[src/rtl/regfile_mp.sv]
// Multi-ported register file with a per-register busy scoreboard.
// Highest write port wins on address collisions; optional same-cycle write-to-read bypass.
module regfile_mp #(
  parameter int unsigned WIDTH    = 32,
  parameter int unsigned DEPTH    = 32,
  parameter int unsigned NREAD    = 2,
  parameter int unsigned NWRITE   = 2,
  parameter bit          ZERO_REG = 1'b1,
  parameter bit          BYPASS   = 1'b1,
  localparam int unsigned AW      = (DEPTH > 1) ? $clog2(DEPTH) : 1
) (
  input  logic                    clk,
  input  logic                    rst,
  input  logic [NREAD*AW-1:0]     rd_addr,
  output logic [NREAD*WIDTH-1:0]  rd_data,
  output logic [NREAD-1:0]        rd_busy,
  input  logic [NWRITE-1:0]       wr_en,
  input  logic [NWRITE*AW-1:0]    wr_addr,
  input  logic [NWRITE*WIDTH-1:0] wr_data,
  input  logic                    rsv_en,
  input  logic [AW-1:0]           rsv_addr,
  input  logic                    flush,
  output logic [DEPTH-1:0]        busy_vec
);

  logic [WIDTH-1:0]  mem_q [DEPTH];
  logic [DEPTH-1:0]  busy_q, busy_d, wr_hit;
  logic [NWRITE-1:0] wr_eff;

  // Address is backed by storage and is not the hardwired zero register.
  function automatic logic addr_valid(input logic [AW-1:0] a);
    return (32'(a) < DEPTH) && !(ZERO_REG && (a == '0));
  endfunction

  always_comb begin
    wr_eff = '0;
    wr_hit = '0;
    for (int p = 0; p < NWRITE; p++) begin
      wr_eff[p] = wr_en[p] && !rst && addr_valid(wr_addr[p*AW +: AW]);
      if (wr_eff[p]) wr_hit[wr_addr[p*AW +: AW]] = 1'b1;
    end
  end

  // A same-cycle reserve overrides the writeback clear: the new producer is still in flight.
  always_comb begin
    busy_d = busy_q & ~wr_hit;
    if (rsv_en && addr_valid(rsv_addr)) busy_d[rsv_addr] = 1'b1;
    if (flush) busy_d = '0;
  end

  always_ff @(posedge clk) begin
    if (rst) begin
      busy_q <= '0;
      for (int r = 0; r < DEPTH; r++) mem_q[r] <= '0;
    end else begin
      busy_q <= busy_d;
      // Later ports are assigned last, so the highest index wins.
      for (int p = 0; p < NWRITE; p++) begin
        if (wr_eff[p]) mem_q[wr_addr[p*AW +: AW]] <= wr_data[p*WIDTH +: WIDTH];
      end
    end
  end

  for (genvar i = 0; i < NREAD; i++) begin : g_rd
    logic [AW-1:0]    ra;
    logic [WIDTH-1:0] rdata;
    logic             rbusy;

    assign ra = rd_addr[i*AW +: AW];

    always_comb begin
      rdata = '0;
      rbusy = 1'b0;
      if (addr_valid(ra)) begin
        rdata = mem_q[ra];
        rbusy = busy_q[ra];
        if (BYPASS) begin
          for (int p = 0; p < NWRITE; p++) begin
            if (wr_eff[p] && (wr_addr[p*AW +: AW] == ra)) begin
              rdata = wr_data[p*WIDTH +: WIDTH];
              rbusy = 1'b0;
            end
          end
        end
      end
    end

    assign rd_data[i*WIDTH +: WIDTH] = rdata;
    assign rd_busy[i]                = rbusy;
  end

  assign busy_vec = busy_q;

endmodule

[config.mk]
export PLATFORM = sky130hd
export DESIGN_NAME = regfile_mp
export DESIGN_NICKNAME = d
export VERILOG_FILES = /design/src/rtl/regfile_mp.sv
export SDC_FILE = /design/constraint.sdc
export NUM_CORES = 2
export LEC_CHECK = 0
export ABC_AREA = 1
export BUFFER_PORTS_ARGS = -buffer_cell sky130_fd_sc_hd__buf_2
export CORE_MARGIN = 1.5
export CORE_UTILIZATION = 30
export DETAILED_ROUTE_END_ITERATION = 8
export PLACE_DENSITY = 0.5
export SYNTH_ARGS = -nofsm -noshare
export SYNTH_HDL_FRONTEND = slang
export SYNTH_SLANG_ARGS = --single-unit
[constraint.sdc]
create_clock -name clk -period 5.4 [get_ports clk]
set_input_delay 0.81 -clock clk [delete_from_list [all_inputs] [get_ports clk]]
set_output_delay 0.81 -clock clk [all_outputs]
set_load 0.005 [all_outputs]
# Word level (Yosys, flattened, before mapping)
# Memory sizes are Yosys's and may differ from the RTL's.
# Index checks and enable logic that the tools add are counted.
op_classes:
  n_eq_ne: 4
  reduce_logical: 24
  n_bitwise: 4
  n_lt_le_gt_ge: 8
  n_mux: 39
ops:
  columns: ["operator", "count"]
  rows:
  - ["$mux 32", 11]
  - ["$or 32x32->32", 2]
  - ["$reduce_or 32->1", 2]
  - ["$and 32x32->32", 1]
  - ["$not 32->32", 1]
  - ["$lt 5x6->1 const B", 5]
  - ["$logic_not 5->1", 5]
  - ["$mux 1", 21]
  - ["$eq 5x5->1", 4]
  - ["$demux 1 s5", 3]
  - ["$ge 5x1->1 const B", 3]
  - ["$logic_and 1x1->1", 12]
  - ["$bmux 1 s5", 2]
  - ["$mux 5", 2]
  - ["$logic_not 1->1", 4]
  - ["$reduce_or 2->1", 1]
word_totals:
  register_bits: 32
  word_cells: 81
  mem_bits_rw: 1024
  out_inout_bits: 98
  memories: 1
  in_bits: 95
memory_table:
  columns: ["memory", "depth", "word_bits", "rd", "rd_ports_with_merged_regs", "wr", "line_no", "rtl"]
  rows:
  - ["mem_q", 32, 32, 2, 0, 32, "26", "logic [WIDTH-1:0] mem_q [DEPTH];"]

# Depth between registers and ports, before layout
logic_depth:
  depth_word: 11
  ltp_mapped: 13

# Worst setup path after synthesis
# OpenSTA, ideal clock, no wires.
synth_path:
  path_kind: "input-to-reg"
  startpoint: "in wr_addr[8]"
  endpoint: "mem mem_q[26][0] (enable)"
  arrival_ps: 2676
  slack_ps: 2163
  setup_time_ps: 561
  path_buffers: 2
  stages: 10
  path_cell_list: "buf_2 > inv_2 > nand2_2 > nor2_4 > nand2_2 > nand2_4 > inv_4 > nand3_2 > buf_1 > nand3_1"
synth_rtl:
  columns: ["item", "line_no", "rtl"]
  rows:
  - ["start: declaration", "18", "input logic [NWRITE*AW-1:0] wr_addr,"]
  - ["end: declaration", "26", null]

# Worst setup path after layout
layout_path:
  startpoint: "in rd_addr[1]"
  endpoint: "out rd_data[15]"
layout_between:
  elab_chain_cells: 5
  elab_cells_between_ends: 9
  cone_classes: "eq/ne (2); mux (3); reduce/logical (3); memory (1)"
layout_lines:
  columns: ["item", "line_no", "rtl"]
  rows:
  - ["start: declaration", "14", "input logic [NREAD*AW-1:0] rd_addr,"]
  - ["parallel branches: the longest is 4 deep, another holds $mem_v2 32x32", null, null]
  - ["$mux 32 *", "74", "if (addr_valid(ra)) begin"]
  - ["end: declaration", "15", "output logic [NREAD*WIDTH-1:0] rd_data,"]
# Mark *: on every way between the ends.

==> impl_summary.txt <==
----------------------------------------------------
[Run status]
  Run status ... complete, no violations

[Global routing]
  GR peak layer ... met2
  Maximum number of pins on one net before global-route repair ... between 100 and 150
  Met1 demand-to-capacity share in global routing ... about 40%
  Via count of the first global-routing pass ... around 64000
  Overflow after GRT ... 0
  Overall routing resource usage ... between 30% and 40%
  Global-route wire length before repair ... between 500000 and 600000 µm
  Antenna violations before repair ... 24
  Met2 Use GR ... between 40% and 50%
  Fraction of met3 tracks used by global routing ... about a tenth

[STA]
  Relative slew slack ... 5.54%
  Setup-violating endpoint count in the final report ... 0
  Unrepaired setup endpoints after global routing ... no
  Max Slew Vio Count ... 0
  Final Hold Viols ... 0
  Fin crit share ... between 90% and 100%
  Setup TNS ... 0 ps
  Top achievable clock speed ... between 150 and 200 MHz
  Time the worst path needs with I/O delays and setup ... 5030 ps
  Final clock skew ... 0 ps
  Actual slew at the worst max-slew pin ... between 1000 and 1500 ps

[Placement]
  Cell area reported after detailed placement ... 69300 µm²
  Final GP Congestion ... 0.999
  DP Wirelength ... ~220000 µm
  Port Buffers ... 192

[Route]
  Pre-Repair DR Iteration Count ... 7
  Via total after detailed routing ... around 70000
  Residual DRC ... 0
  Sum of routed wire length over all layers ... around 370000 µm
  Routed wire per std cell ... between 30 and 40 µm
  DRT iter0 DRCs ... roughly 12000
  Vias per cell ... 6.24
  Detail Route Antenna Nets ... 0

[Power and ir drop]
  Share of total power in sequential cells ... 44.4%
  Pwr dens ... ~300 nW/µm²
  Comb power frac ... between 10% and 20%
  Clock group share of total power ... between 30% and 40%
  Switching power summed over all nets ... 6.79 mW
  Cell internal power dissipation ... approximately 15 mW
  Switching part of the total power ... between 30% and 40%
  Max rail drop VDD ... around 290 µV
  Static Leakage ... 27.7 nW

[Critical path]
  Critical path data arrival time ... 4220 ps
  CP most frequent cell ... sky130_fd_sc_hd__a21oi_1
  Delay of the slowest cell on the worst path ... slightly above 800 ps
  Worst Path Required ... roughly 4600 ps
  Element type at the critical path start ... primary input
  CP max FO ... 84
  Crit-path slowest cell ... sky130_fd_sc_hd__a21oi_1
  Critical path type ... primary input to output pin
  List of cells traversed by the critical path ... buf_8 -> buf_12 -> buf_12 -> a21oi_1 -> a21oi_1 -> nor2_1 -> o21ai_0 -> nand3_1 -> a21oi_1 -> buf_4 -> buf_2
  Critical Path End Type ... output pin

[Floorplanning]
  Std-Cell Rows ... 170
  Count of pins on the block boundary ... roughly 190
  Total die area ... 220000 µm²
  Die Wd ... roughly 470 µm
  Area of the core ... around 220000 µm²
  Die Y ... between 400 and 500 µm
  Initial Utilization ... a little under a third

[CTS]
  CTS tree ... yes
  Clk pin slew, worst setup/hold paths ... roughly 60 ps
  Post-cts repair resize count ... 0
  H-tree depth ... 3
  Number of clock sinks seen by CTS ... 1056
  Root Buffer ... sky130_fd_sc_hd__clkbuf_16
  Clock Path Buffers ... 3
  Number of clock buffers inserted by TritonCTS ... 120
  Count of buffers added by post-CTS timing repair for setup ... 0
  Post-cts hold buffer count ... 0
  Later-pin clock latency in the skew report ... roughly 800 ps

[Logic synthesis]
  Post-synthesis instance total ... 8510
  Netlist Area Pre-Place ... around 65000 µm²
  Synth unique cells ... 35
  Number of flip-flops and latches in the synthesized netlist ... roughly 1100
  Average cell area after synthesis ... approximately 7.7 µm²
  Seq/Total Area, Yosys ... 48.2%
  Warnings from Yosys ... 0

[Flow run]
  Max-capacitance violation count ... 0

[Cells and area]
  Syn-to-layout area delta ... 12.4%
  Summed area of non-filler cells in the final layout ... around 73000 µm²
  Number of nets at the end of the flow ... 8339
  Share of final-layout standard cells stronger than drive strength 1 ... 9.66%
  Fill cell total of the finished layout ... roughly 22000
  Final Core Density ... between 30% and 40%

[Worst hold path]
  Classification of the worst-slack hold path ... primary input to register

----------------------------------------------------
-- synth_stat cells (all sizes together) --
| cell type | n | area share, % |
|---|---|---|
| and3 | 1 | 0.0096 |
| o211ai | 25 | 0.29 |
| buf | 457 | 3.4 |
| clkinv | 2 | 0.012 |
| nand2 | 2859 | 17 |
| inv | 217 | 1.3 |
| nand4 | 7 | 0.077 |
| xnor2 | 11 | 0.15 |
| edfxtp | 1024 | 47 |
| nand3b | 1 | 0.012 |
| nor2 | 184 | 1.1 |
| a21oi | 419 | 3.2 |
| dfxtp | 32 | 0.98 |
| xor2 | 1 | 0.013 |
| or2 | 2 | 0.019 |
| nand3 | 1619 | 12 |
| o21ai | 506 | 3.9 |
| clkbuf | 453 | 2.6 |
| nor3 | 17 | 0.23 |
| o22ai | 672 | 6.5 |
| conb | 1 | 0.0058 |
-- final cells by class --
| type | instances | area [µm²] | share of cell area [%] |
|---|---|---|---|
| antenna | 17 | 42.5 | 0.0581 |
| clock buffer | 150 | 3140 | 4.28 |
| clock inverter | 76 | 788 | 1.08 |
| inverter | 219 | 856 | 1.17 |
| multi-input combinational | 6356 | 29500 | 40.2 |
| sequential | 1056 | 31400 | 42.9 |
| tap | 2838 | 3550 | 4.85 |
| timing repair buffer | 491 | 4020 | 5.49 |
-- critical path: cells and delay by family --
kind / cells / cell delay, ps
simple gates: 2 / 480
buf+inv: 5 / 1550
compound gates: 4 / 1170
-- cells by family after synthesis --
| group | Yosys count | synth area share (%) |
|---|---|---|
| AND/OR/NAND/NOR | 4690 | 30.5 |
| other | 1 | 0.00576 |
| AO/OA/AOI/OAI | 1622 | 13.8 |
| buffers and inverters | 1129 | 7.31 |
| XOR/XNOR | 12 | 0.161 |
| flip-flops | 1056 | 48.2 |
-- worst paths after layout --
path / startpoint / endpoint / slack (ps) / cells after the start
setup / recovery: rd_addr[1] / rd_data[15] / 370 / 11
hold / removal: rsv_addr[3] / busy_vec[7] / 430 / 4
setup reg to reg: busy_vec[18] / busy_vec[18] / 4330 / 2
hold reg to reg: busy_vec[0] / busy_vec[0] / 520 / 2
-- metal layers --
layer	share of wire, %	vias to the layer above
met5	0.038	-
met4	8.0	22
met3	13	1480
met2	42	5819
met1	36	33400
li1	-	29100
-- cell usage in the layout, fill, tap and decap left out, types with 2 or more instances in the layout --
| cell | instances |
|---|---|
| sky130_fd_sc_hd__nand2_1 | 2823 |
| sky130_fd_sc_hd__nand3_1 | 1570 |
| sky130_fd_sc_hd__edfxtp_1 | 1024 |
| sky130_fd_sc_hd__o22ai_1 | 672 |
| sky130_fd_sc_hd__a21oi_1 | 419 |
| sky130_fd_sc_hd__o21ai_0 | 418 |
| sky130_fd_sc_hd__buf_4 | 242 |
| sky130_fd_sc_hd__inv_1 | 191 |
| sky130_fd_sc_hd__buf_2 | 184 |
| sky130_fd_sc_hd__nor2_1 | 164 |
| sky130_fd_sc_hd__clkbuf_16 | 121 |
| sky130_fd_sc_hd__o21ai_1 | 88 |
| sky130_fd_sc_hd__buf_12 | 61 |
| sky130_fd_sc_hd__nand3_2 | 49 |
| sky130_fd_sc_hd__nand2_2 | 35 |
| sky130_fd_sc_hd__dfxtp_1 | 32 |
| sky130_fd_sc_hd__conb_1 | 32 |
| sky130_fd_sc_hd__clkbuf_1 | 29 |
| sky130_fd_sc_hd__clkinv_1 | 28 |
| sky130_fd_sc_hd__clkinv_2 | 25 |
| sky130_fd_sc_hd__o211ai_1 | 25 |
| sky130_fd_sc_hd__inv_2 | 21 |
| sky130_fd_sc_hd__diode_2 | 17 |
| sky130_fd_sc_hd__nor2_4 | 16 |
| sky130_fd_sc_hd__bufinv_16 | 13 |
| sky130_fd_sc_hd__xnor2_1 | 11 |
| sky130_fd_sc_hd__nor3_2 | 7 |
| sky130_fd_sc_hd__nor3_1 | 7 |
| sky130_fd_sc_hd__nand4_1 | 6 |
| sky130_fd_sc_hd__inv_8 | 5 |
| sky130_fd_sc_hd__clkinvlp_4 | 5 |
| sky130_fd_sc_hd__nor2_2 | 4 |
| sky130_fd_sc_hd__buf_8 | 4 |
| sky130_fd_sc_hd__nor3_4 | 3 |
| sky130_fd_sc_hd__clkinv_16 | 3 |
| sky130_fd_sc_hd__or2_2 | 2 |
| sky130_fd_sc_hd__inv_6 | 2 |
-- metrics by stage --
stage	hold slack [ps]	std cells	setup WS, ps	power, mW
detailed placement	519	11000	585	13.3
finish	430	11200	369	21.9
global placement	508	11000	586	13.3
global route	489	11200	524	22.3
floorplan	443	8541	2160	11.7
CTS	406	11200	575	21.7
-- power groups by stage --
stage / registers [mW] / logic, mW / clock network [mW]
6_report: 9.71 / 3.59 / 8.56
5_1_grt: 9.77 / 3.71 / 8.81
4_1_cts: 9.71 / 3.43 / 8.56
3_5_place_dp: 9.88 / 3.42 / 0
3_3_place_gp: 9.86 / 3.42 / 0
2_1_floorplan: 9.82 / 1.85 / 0
-- sequential cells by signal, indices dropped and copies added, names as in the netlist --
signal and cells:
busy_vec 32, mem_q 1024
Power figures use the tool's default switching activity.
